===== config.mk =====
export PLATFORM = sky130hd
export DESIGN_NAME = modexp_arbiter
export DESIGN_NICKNAME = d
export VERILOG_FILES = /design/src/rtl/rsa_pkg.sv /design/src/rtl/mod_mul.sv /design/src/rtl/modexp_arbiter.sv
export SDC_FILE = /design/constraint.sdc
export NUM_CORES = 1
export LEC_CHECK = 0
export CORE_ASPECT_RATIO = 0.75
export CORE_MARGIN = 5
export CORE_UTILIZATION = 59
export CTS_BUF_LIST = sky130_fd_sc_hd__clkbuf_4
export CTS_CLUSTER_DIAMETER = 150
export DETAILED_ROUTE_END_ITERATION = 6
export HOLD_SLACK_MARGIN = 0.02
export PLACE_DENSITY = 0.84
export SYNTH_ARGS = -nofsm -noshare
export SYNTH_HDL_FRONTEND = slang
export SYNTH_SLANG_ARGS = --single-unit

===== constraint.sdc =====
create_clock -name clk -period 38.3 [get_ports clk]
set_input_delay 7.66 -clock clk [delete_from_list [all_inputs] [get_ports clk]]
set_output_delay 7.66 -clock clk [all_outputs]
set_load 0.005 [all_outputs]

===== src/rtl/rsa_pkg.sv =====
// Shared defaults and FSM state type for the modular-exponentiation arbiter.
package rsa_pkg;

  localparam int N_W_DEF = 8;
  localparam int E_W_DEF = 9;

  typedef enum logic [1:0] {
    ST_IDLE = 2'd0,
    ST_CALC = 2'd1,
    ST_DONE = 2'd2
  } state_e;

endpackage


===== src/rtl/mod_mul.sv =====
// Combinational modular multiply: p = (a * b) mod n, formed at double width; n = 0 yields 0.
module mod_mul #(
  parameter int N_W = 8
) (
  input  logic [N_W-1:0] a,
  input  logic [N_W-1:0] b,
  input  logic [N_W-1:0] n,
  output logic [N_W-1:0] p
);

  logic [2*N_W-1:0] prod_s;
  logic [2*N_W-1:0] n_ext_s;
  logic [2*N_W-1:0] rem_s;

  assign prod_s  = {{N_W{1'b0}}, a} * {{N_W{1'b0}}, b};
  assign n_ext_s = {{N_W{1'b0}}, n};
  assign rem_s   = (n == {N_W{1'b0}}) ? {(2*N_W){1'b0}} : (prod_s % n_ext_s);
  assign p       = rem_s[N_W-1:0];

endmodule


===== src/rtl/modexp_arbiter.sv =====
// Two-requester round-robin front end for a bit-serial square-and-multiply
// modular exponentiator (LSB-first, one exponent bit per cycle).
module modexp_arbiter
  import rsa_pkg::*;
#(
  parameter int N_W = N_W_DEF,
  parameter int E_W = E_W_DEF
) (
  input  logic           clk,
  input  logic           rst,
  input  logic [1:0]     req_valid,
  output logic [1:0]     req_ready,
  input  logic [N_W-1:0] req_base0,
  input  logic [N_W-1:0] req_base1,
  input  logic [E_W-1:0] req_exp0,
  input  logic [E_W-1:0] req_exp1,
  input  logic [N_W-1:0] req_mod0,
  input  logic [N_W-1:0] req_mod1,
  output logic           rsp_valid,
  input  logic           rsp_ready,
  output logic           rsp_id,
  output logic [N_W-1:0] rsp_data,
  output logic           rsp_err,
  output logic           busy
);

  localparam int CW = $clog2(E_W + 1);

  state_e         state_q, state_d;
  logic           last_q, last_d;
  logic           hold_q, hold_d;
  logic [N_W-1:0] base_q, base_d;
  logic [E_W-1:0] exp_q, exp_d;
  logic [N_W-1:0] mod_q, mod_d;
  logic [N_W-1:0] acc_q, acc_d;
  logic [CW-1:0]  cnt_q, cnt_d;
  logic           id_q, id_d;
  logic           rsp_id_q, rsp_id_d;
  logic [N_W-1:0] rsp_data_q, rsp_data_d;
  logic           rsp_err_q, rsp_err_d;

  logic [1:0]     grant_s;
  logic [N_W-1:0] mul_s;
  logic [N_W-1:0] sq_s;
  logic [N_W-1:0] in_base_s;
  logic [E_W-1:0] in_exp_s;
  logic [N_W-1:0] in_mod_s;
  logic [N_W-1:0] in_red_s;
  logic [N_W-1:0] acc_next_s;

  localparam logic [N_W-1:0] ONE = {{(N_W-1){1'b0}}, 1'b1};

  mod_mul #(.N_W(N_W)) u_mul (.a(acc_q),  .b(base_q), .n(mod_q), .p(mul_s));
  mod_mul #(.N_W(N_W)) u_sq  (.a(base_q), .b(base_q), .n(mod_q), .p(sq_s));

  assign in_base_s = grant_s[1] ? req_base1 : req_base0;
  assign in_exp_s  = grant_s[1] ? req_exp1  : req_exp0;
  assign in_mod_s  = grant_s[1] ? req_mod1  : req_mod0;
  assign in_red_s  = (in_mod_s == {N_W{1'b0}}) ? {N_W{1'b0}} : (in_base_s % in_mod_s);
  assign acc_next_s = exp_q[0] ? mul_s : acc_q;

  always_comb begin
    state_d    = state_q;
    last_d     = last_q;
    hold_d     = hold_q;
    base_d     = base_q;
    exp_d      = exp_q;
    mod_d      = mod_q;
    acc_d      = acc_q;
    cnt_d      = cnt_q;
    id_d       = id_q;
    rsp_id_d   = rsp_id_q;
    rsp_data_d = rsp_data_q;
    rsp_err_d  = rsp_err_q;
    grant_s    = 2'b00;
    case (state_q)
      ST_IDLE: begin
        hold_d = 1'b0;
        // The first IDLE cycle after a response is a dead cycle, no grant.
        if (!rst && !hold_q) begin
          case (req_valid)
            2'b01:   grant_s = 2'b01;
            2'b10:   grant_s = 2'b10;
            2'b11:   grant_s = last_q ? 2'b01 : 2'b10;
            default: grant_s = 2'b00;
          endcase
        end else begin
          grant_s = 2'b00;
        end
        if (|(req_valid & grant_s)) begin
          state_d = ST_CALC;
          last_d  = grant_s[1];
          id_d    = grant_s[1];
          base_d  = in_red_s;
          exp_d   = in_exp_s;
          mod_d   = in_mod_s;
          acc_d   = (in_mod_s > ONE) ? ONE : {N_W{1'b0}};
          cnt_d   = {CW{1'b0}};
        end else begin
          state_d = ST_IDLE;
        end
      end
      ST_CALC: begin
        acc_d  = acc_next_s;
        base_d = sq_s;
        exp_d  = {1'b0, exp_q[E_W-1:1]};
        cnt_d  = cnt_q + {{(CW-1){1'b0}}, 1'b1};
        if (cnt_q == CW'(E_W - 1)) begin
          state_d    = ST_DONE;
          rsp_data_d = acc_next_s;
          rsp_id_d   = id_q;
          rsp_err_d  = (mod_q == {N_W{1'b0}});
        end else begin
          state_d = ST_CALC;
        end
      end
      ST_DONE: begin
        if (rsp_ready) begin
          state_d = ST_IDLE;
          hold_d  = 1'b1;
        end else begin
          state_d = ST_DONE;
        end
      end
      default: begin
        state_d = ST_IDLE;
      end
    endcase
  end

  always_ff @(posedge clk) begin
    if (rst) begin
      state_q    <= ST_IDLE;
      last_q     <= 1'b1;
      hold_q     <= 1'b0;
      base_q     <= {N_W{1'b0}};
      exp_q      <= {E_W{1'b0}};
      mod_q      <= {N_W{1'b0}};
      acc_q      <= {N_W{1'b0}};
      cnt_q      <= {CW{1'b0}};
      id_q       <= 1'b0;
      rsp_id_q   <= 1'b0;
      rsp_data_q <= {N_W{1'b0}};
      rsp_err_q  <= 1'b0;
    end else begin
      state_q    <= state_d;
      last_q     <= last_d;
      hold_q     <= hold_d;
      base_q     <= base_d;
      exp_q      <= exp_d;
      mod_q      <= mod_d;
      acc_q      <= acc_d;
      cnt_q      <= cnt_d;
      id_q       <= id_d;
      rsp_id_q   <= rsp_id_d;
      rsp_data_q <= rsp_data_d;
      rsp_err_q  <= rsp_err_d;
    end
  end

  assign req_ready = grant_s;
  assign rsp_valid = (state_q == ST_DONE);
  assign rsp_id    = rsp_id_q;
  assign rsp_data  = rsp_data_q;
  assign rsp_err   = rsp_err_q;
  assign busy      = (state_q != ST_IDLE);

endmodule


== Word level (Yosys, flattened, before mapping) ==
Cells that the tools add are included.

* Bits in registers: 52
* Input bits: 55
* Output and inout port bits: 14
* Logic and storage cells: 69

* Add/subtract/negate cells: 1
* $mul: 2
* Divide/modulo/power cells: 3
* Magnitude comparators: 1
* Equality and inequality tests: 8
* Multiplexer cells: 27
* Bitwise operators: 1
* Reduce and logical (&&, ||, !) cells: 14

{| class="wikitable"
|+ Operator list
! kind !! count
|-
| 8-bit two-way mux || 8
|-
| 16-bit by 8-bit remainder unit with 16-bit output || 2
|-
| 8-bit by 8-bit multiplier with 16-bit output || 2
|-
| 8-bit case mux with 2 select lines || 2
|-
| 9-bit two-way mux || 2
|-
| 9-bit case mux with 2 select lines || 1
|-
| 8-bit logical NOT || 2
|-
| 2-bit two-way mux || 6
|-
| 2-bit case mux with 3 select lines || 2
|-
| 8-bit by 1-bit > comparator with 1-bit output, second input constant || 1
|-
| 8-bit by 8-bit remainder unit with 8-bit output || 1
|-
| 4-bit case mux with 2 select lines || 1
|-
| 2-bit AND reduction || 4
|-
| 2-bit equality test, second input constant || 3
|-
| 2-bit nonzero test || 3
|-
| 4-bit by 1-bit adder with 4-bit output, second input constant || 1
|-
| 2-bit by 1-bit equality test with 1-bit output, second input constant || 2
|-
| 4-bit equality test, second input constant || 1
|-
| 4-bit two-way mux || 1
|-
| 1-bit two-way mux || 3
|-
| 2-bit AND || 1
|-
| 1-bit logical NOT || 2
|-
| 2-bit logical NOT || 1
|-
| 2-bit by 1-bit inequality test with 1-bit output, second input constant || 1
|-
| 4 further kinds || 4
|}

== Logic depth before layout (Yosys ltp) ==
Gate-level depths: netlist of run 1.

* Word-level depth: 10
* Gate-level depth with buffers: 180
* Depth with buffers taken out: 168

== Modules after synthesis ==
From an unflattened synthesis of run 1, not the netlist that was laid out.

* Cell total of the unflattened synthesis: 2686
* Area, all modules: 20507.2 sq um

{| class="wikitable"
|+ By module, submodules not included
! module !! instances !! cells an instance !! area each (sq um) !! sequential area each (sq um)
|-
| mod_mul (u_mul) || 1 || 1077 || 8080.2 || 0.0
|-
| mod_mul (u_sq) || 1 || 1049 || 8034.0 || 0.0
|-
| modexp_arbiter || 1 || 560 || 4393.0 || 1041.0
|}

== Least setup slack after synthesis of run 1 ==
No wires, ideal clock.

* Kind: register -> register
* Start: reg base_q[6]
* End: reg base_q[6]
* Setup time: 0.091 ns
* Arrival: 35.621 ns
* Data required time: 38.209 ns
* Slack: 2.588 ns
* Stages on the path, launching flop included: 170
* Path buffers: 11
* Clock period less this slack: 35.712 ns
* Cell sequence: dfxtp_1 -> clkbuf_1 -> clkbuf_1 -> and2_1 -> fa_1 -> fa_1 -> inv_1 -> fa_1 -> fa_1 -> inv_1 -> ha_1 -> o211ai_1 -> a21oi_1 -> nor2_1 -> o31a_1 -> xor2_1 -> ha_1 -> nand4_1 -> (+134 left out) -> nor2_1 -> o2111ai_1 -> nor4b_4 -> mux2i_1 -> inv_1 -> ha_1 -> a21o_1 -> a21o_1 -> a21o_1 -> a21oi_1 -> o21ai_0 -> a21o_1 -> a21oi_1 -> nand2_1 -> or3_4 -> nor4_4 -> mux2_2 -> a311oi_1

* Longest elaborated chain between the ends: 4

{| class="wikitable"
|+ RTL lines
! what !! RTL line !! source
|-
| from (decl) || modexp_arbiter.sv:32 || <nowiki>logic [N_W-1:0] base_q, base_d;</nowiki>
|-
| from (signal assigned) || modexp_arbiter.sv:136 || <nowiki>base_q <= {N_W{1'b0}};</nowiki>
|-
| from (signal assigned) || modexp_arbiter.sv:149 || <nowiki>base_q <= base_d;</nowiki>
|-
| 8-bit by 8-bit multiplier with 16-bit output || mod_mul.sv:15 || <nowiki>assign prod_s = {{N_W{1'b0}}, a} * {{N_W{1'b0}}, b};</nowiki>
|-
| 16-bit by 8-bit remainder unit with 16-bit output || mod_mul.sv:17 || <nowiki>assign rem_s = (n == {N_W{1'b0}}) ? {(2*N_W){1'b0}} : (prod_s % n_ext_s);</nowiki>
|-
| 8-bit two-way mux || mod_mul.sv:17 ||
|-
| 8-bit case mux with 2 select lines || modexp_arbiter.sv:76 || <nowiki>case (state_q)</nowiki>
|}

Every way passes these cells.
A chain may end at the register's enable or synchronous reset.

== Worst setup path in the final report of run 1 ==
Ends and elaborated chain as after synthesis.

==> results of run 1 <==
## per-stage QoR
step           area [µm²]  hold slack [ps]   util  TNS (ps)
2_1_floorplan       19600              432      -         0
3_3_place_gp        20700              443  0.636         0
3_5_place_dp        20700              452  0.636         0
4_1_cts             20800              471  0.639         0
5_1_grt             21200              484  0.650      -721
6_report            21200              469  0.650         0
## registers in the layout, summed over array words and instances (netlist names)
signal	count
hold_q	1
exp_q	9
last_q	1
cnt_q	4
mod_q	8
rsp_err	1
base_q	8
rsp_id	1
state_q	2
id_q	1
acc_q	8
rsp_data	8
## metal layers
layer / up-vias / global-route usage
li1: 9644 / -
met1: 9248 / 0.399
met2: 816 / 0.451
met3: 92 / 0.0321
met4: 0 / 0.0569
met5: - / 0
## cells in the final DEF (no fill, tap or decap), types with 19 or more instances in the layout
master | Yosys | layout
a211oi_1 | 25 | 25
a21o_1 | 76 | 75
a21oi_1 | 163 | 155
a31oi_1 | 28 | 27
and2_1 | 92 | 92
and3_1 | 20 | 19
buf_4 | 1 | 44
clkdlybuf4s50_1 | 0 | 68
dfxtp_1 | 52 | 38
fa_1 | 65 | 65
ha_1 | 309 | 309
inv_1 | 149 | 149
mux2_2 | 82 | 82
mux2i_1 | 65 | 63
nand2_1 | 210 | 209
nand2b_1 | 41 | 41
nand3_1 | 47 | 46
nand4_1 | 20 | 20
nor2_1 | 208 | 206
nor2b_1 | 41 | 40
nor3_1 | 101 | 99
o211ai_1 | 33 | 33
o21a_1 | 108 | 107
o21ai_0 | 138 | 136
o31ai_1 | 30 | 30
or2_2 | 24 | 24
xnor2_1 | 74 | 74
xor2_1 | 55 | 55
## how the worst max path moves through the flow
stage	slack, ps	end	startpoint	depth (start not counted)
after detailed placement	180	base_q[6]	base_q[1]	162
after global placement	1700	rsp_data[7]	base_q[4]	152
after CTS	90	base_q[6]	base_q[1]	163
after global routing	-190	base_q[6]	base_q[6]	165
final	2110	base_q[6]	base_q[6]	163
after floorplan	2590	base_q[6]	base_q[6]	169
## cell type report
cell class,instances,area (µm²)
clock inverters,3,42.5
inverters,152,571
fillers,2683,11400
flip-flops and latches,52,1080
multi-input cells,2313,17900
repair buffers,112,1010
clock buffers,5,37.5
well taps,442,553
## cells in the mapped netlist (8+ instances only)
| master | n |
|---|---|
| a211o_1 | 8 |
| a211oi_1 | 25 |
| a21boi_0 | 10 |
| a21o_1 | 76 |
| a21oi_1 | 163 |
| a31o_2 | 8 |
| a31oi_1 | 28 |
| and2_1 | 92 |
| and3_1 | 20 |
| clkbuf_1 | 61 |
| dfxtp_1 | 52 |
| fa_1 | 65 |
| ha_1 | 309 |
| inv_1 | 149 |
| mux2_2 | 82 |
| mux2i_1 | 65 |
| nand2_1 | 210 |
| nand2b_1 | 41 |
| nand3_1 | 47 |
| nand4_1 | 20 |
| nor2_1 | 208 |
| nor2b_1 | 41 |
| nor3_1 | 101 |
| nor4_1 | 15 |
| o211a_1 | 9 |
| o211ai_1 | 33 |
| o21a_1 | 108 |
| o21ai_0 | 138 |
| o221ai_1 | 11 |
| o31ai_1 | 30 |
| or2_2 | 24 |
| or3_1 | 18 |
| xnor2_1 | 74 |
| xor2_1 | 55 |
## what timing repair did
item	in CTS	in global routing
gates resized for setup	0	64
buffers inserted	0	18
setup endpoints to repair	0	24
## cells by family (layout without fill, tap and decap cells)
group	Yosys count	in the layout	synth area share
flops	52	52	0.0531
mux	150	150	0.0824
buf+inv	224	272	0.0443
compound gates	774	774	0.270
fa+ha+maj	375	375	0.264
simple gates	885	885	0.228
xor+xnor	129	129	0.0576
## tightest hold or removal path, stage by stage (launching register included)
cell,delay [ps]
dfxtp_1,360
nand2_1,60
a21oi_1,50
==> impl_metrics.ini, run 1 <==
[placed_design]
io_buffers = 68
post-dp-hpwl_um = 43200
gp_congestion = 0.968
place_inst = 3053
pre_cts_ws_ps = 180

[critical_path]
r2r.worst_path.cells = 163
path_buf_inv = 14
r2r_start = base_q[6]
cp.arrival_ps = 36470
crit_type = register to register
endpoint_kind = register
cpPeakStageDelay_ps = 550
worstSetupStartpointType = register
cp.required_ps = 38580
crit_path_max_fanout = 19
regToRegEndpoint = base_q[6]
cpMaxStageDelayCell = fa_1
reg2reg_slack_ps = 2110
critPathTopFamily = compound AO/OA/AOI/OAI gates
crit_top_cell = o21a_1

[route]
avgRoutedWirePerCell_um = 17.7
drc = 1
ant_nets = 0
wl_met2_um = 24000
highest_layer = met4
dr_total_vias = 19800
dr_wl_met3_um = 4230
met1_length_um = 25200
drt-pass1-iter-count = 7
drtIter0Drc = 1655
vias_per_cell = 6.43
wl_um = 54500

[floorplanning]
dieArea_um2 = 37000
ios = 69
core-area_um2 = 32600
start_util = 0.602
die_height_um = 168
dieWidth_um = 221
std_cell_rows = 57

[yosys]
synth_area_leaders = ha_1 20%, fa_1 6.6%, dfxtp_1 5.3%
ys.flop_type = dfxtp_1
avgSynthCellArea_um2 = 7.57
synth_edf_count = 0
ys_types = 106
synthCells = 2589
ys_warn_count = 0
synth_top_area_share = 0.197
synth_seq_cells = 52
seq_area_frac_synth = 0.0531
async_flop_share = 0
syn_nets = 3018
synth_area_um2 = 19600
yosys.area.top_type = ha_1

[min_path]
hold_depth = 2
hold_class = register to register
min_to = rsp_id
min_from = id_q

[cells_and_area]
diodes = 0
final_nets = 3065
syn_to_final_growth_pct = 8.03
drive_gt1_frac = 0.0952
stdcell_count = 3079

[sta]
skew_ps = 27.0
setup_viol = 0
period_minus_slack_ps = 36190
fin_ws_ps = 2110
finalCritPeriodShare = 0.945
max_freq_ghz = 0.0276
finalMaxSlewViolations = 0
worst_pin_slew_ps = 1120
maxSlewHeadroom = 0.248
hold_viol = 0

[clock_tree]
ctsHtreeMaxLevel = 2
cts_buffers = 5
clockBufferDepth = 2
cts_root_buf = clkbuf_4
clk_latency_ps = 380
path_clk_slew_ps = 170
cts_tree = yes
hold_buffers = 0
clkSinkCount = 52

[global_routing]
grt_usage = 0.278
antenna_found_initial = 0
grt_pass1_vias = 18700
overflow = 0
grt_pass1_wl_um = 88700
grt_max_degree = 39

[run_status]
status = finished, violations left
failed_checks = design-rule violations

[run]
max-cap-violations = 0
Power of run 1 is left out: the tool's default activity adds up to more than one toggle a clock period on the data nets, which glitch-free logic cannot reach.
==> inputs of run 2 (changes only) <==
--- a/config.mk
+++ b/config.mk
@@ -7,12 +7,13 @@
 export LEC_CHECK = 0
 export CORE_ASPECT_RATIO = 0.75
 export CORE_MARGIN = 5
-export CORE_UTILIZATION = 59
+export CORE_UTILIZATION = 43
 export CTS_BUF_LIST = sky130_fd_sc_hd__clkbuf_4
 export CTS_CLUSTER_DIAMETER = 150
 export DETAILED_ROUTE_END_ITERATION = 6
 export HOLD_SLACK_MARGIN = 0.02
-export PLACE_DENSITY = 0.84
+export PLACE_DENSITY = 0.66
 export SYNTH_ARGS = -nofsm -noshare
 export SYNTH_HDL_FRONTEND = slang
+export SYNTH_HIERARCHICAL = 1
 export SYNTH_SLANG_ARGS = --single-unit
==> run 2 against run 1 <==
  * The flow now finishes without violations
  * Fmax increased by 0.35%
  * Die area grew 41%
  * Global-route usage shrank 5.2 points
==> impl_metrics.ini, run 2 <==
[route]
drt-pass1-iter-count = 5
avgRoutedWirePerCell_um = 18.0
dr_total_vias = 20800
ant_nets = 0
vias_per_cell = 6.11
drtIter0Drc = 1667
drc = 0
wl_um = 61300

[global_routing]
grt_pass1_vias = 19500
grt_max_degree = 56
grt_pass1_wl_um = 99600
antenna_found_initial = 1
overflow = 0
grt_usage = 0.226

[clock_tree]
clockBufferDepth = 2
cts_buffers = 5
hold_buffers = 0
ctsHtreeMaxLevel = 2
clk_latency_ps = 430
cts_tree = yes
path_clk_slew_ps = 180
cts_root_buf = clkbuf_4
clkSinkCount = 52

[sta]
hold_viol = 0
skew_ps = 14.8
finalMaxSlewViolations = 0
maxSlewHeadroom = 0.291
setup_viol = 0
period_minus_slack_ps = 36060
max_freq_ghz = 0.0277
tns_ps = 0
finalCritPeriodShare = 0.942
worst_pin_slew_ps = 1050
whs_ps = 471

[floorplanning]
dieArea_um2 = 52200
std_cell_rows = 69
ios = 69
start_util = 0.433
core-area_um2 = 47300
dieWidth_um = 262
die_height_um = 199

[cells_and_area]
layout_commonest_cell = ha_1
layout_common_cells = 314 x ha_1, 216 x nor2_1, 200 x nand2_1, 180 x inv_1, 151 x a21oi_1
regMostFlops = exp_q
largest_reg_flops = 9
syn_to_final_growth_pct = 9.58
drive_gt1_frac = 0.0946
final_nets = 3202

[critical_path]
endpoint_kind = register
cpPeakStageDelay_ps = 540
crit_path_max_fanout = 25
crit_type = register to register
crit_top_cell = o21a_1
cp.arrival_ps = 36410
cp.required_ps = 38650
worstSetupStartpointType = register
cpMaxStageDelayCell = fa_1

[yosys]
ys.flop_type = dfxtp_1
synthCells = 2686
yosys.area.top_type = ha_1
ys_types = 120
synth_area_leaders = ha_1 19%, fa_1 7.3%, dfxtp_1 5.1%
async_flop_share = 0
syn_nets = 3130
synth_area_um2 = 20500
yosys.cell_count.top_type = ha_1
synth_top_area_share = 0.192
ys_warn_count = 6
synth_seq_cells = 52
avgSynthCellArea_um2 = 7.63
synth_edf_count = 0
seq_area_frac_synth = 0.0508
synthTopCellsByCount = 314 x ha_1, 222 x nor2_1, 202 x nand2_1, 180 x inv_1, 162 x a21oi_1

[run]
max-cap-violations = 0

[placed_design]
gp_congestion = 0.936
io_buffers = 68
post-dp-hpwl_um = 49500

[min_path]
hold_class = register to register

[run_status]
status = complete, no violations
[run 2: metrics by stage]
stage	setup WS (ps)	instance area (µm²)	cells	utilization
detailed placement	-486	22000	3370	0.464
global placement	1240	22000	3370	0.464
CTS	70.3	22100	3378	0.466
floorplan	3260	20500	2686	-
global route	-117	22500	3399	0.475
finish	2240	22500	3399	0.475
[run 2: worst paths after layout]
check | slack [ps] | cells after the start | endpoint | from
worst min-delay path | 470 | 2 | exp_q[6] | exp_q[7]
worst max register to register | 2240 | 165 | base_q[4] | base_q[1]
worst max-delay path | 2240 | 165 | base_q[4] | base_q[1]
worst min register to register | 470 | 2 | exp_q[6] | exp_q[7]
[run 2: repair_timing]
action / 4_1_cts / 5_1_grt
resized for setup: 11 / 70
setup buffers: 0 / 19
endpoints found under the setup margin: 8 / 24
gates cloned: 0 / 1
pin swaps: 0 / 13
[run 2: critical path, delay by kind of cell (launching register included)]
family / cells / cell delay [ps]
flip-flops: 1 / 460
AO/OA/AOI/OAI: 86 / 17360
AND/OR/NAND/NOR: 46 / 8560
buffers and inverters: 8 / 910
multiplexers: 4 / 1340
adder cells (fa/ha/maj): 21 / 7270
[run 2: area by class of cell]
type,count,area [µm²]
diodes,1,2.50
clock buffers,5,37.5
clock inverters,3,26.3
fillers,4643,24800
inverters,180,676
multi-input cells,2399,18800
flip-flops and latches,52,1070
well taps,639,800
repair buffers,120,1070
[run 2: kinds of logic after synthesis]
group,count (synthesis),share of synthesized area
AOI/OAI and AO/OA,798,0.277
xor gates and xnor gates,115,0.0495
adders and majority gates,389,0.265
buffers and inverters,236,0.0461
DFF,52,0.0508
muxes,125,0.0650
and+or+nand+nor,971,0.247
[run 2: per-layer routing]
layer / part of all wire / GRT usage / wire (µm)
met2: 0.42 / 0.347 / 25500
met3: 0.072 / 0.0255 / 4420
met4: 0.0082 / 0.0261 / 505
met5: 0 / 0 / 0
met1: 0.50 / 0.349 / 30900
Power of run 2 is left out for the same reason.
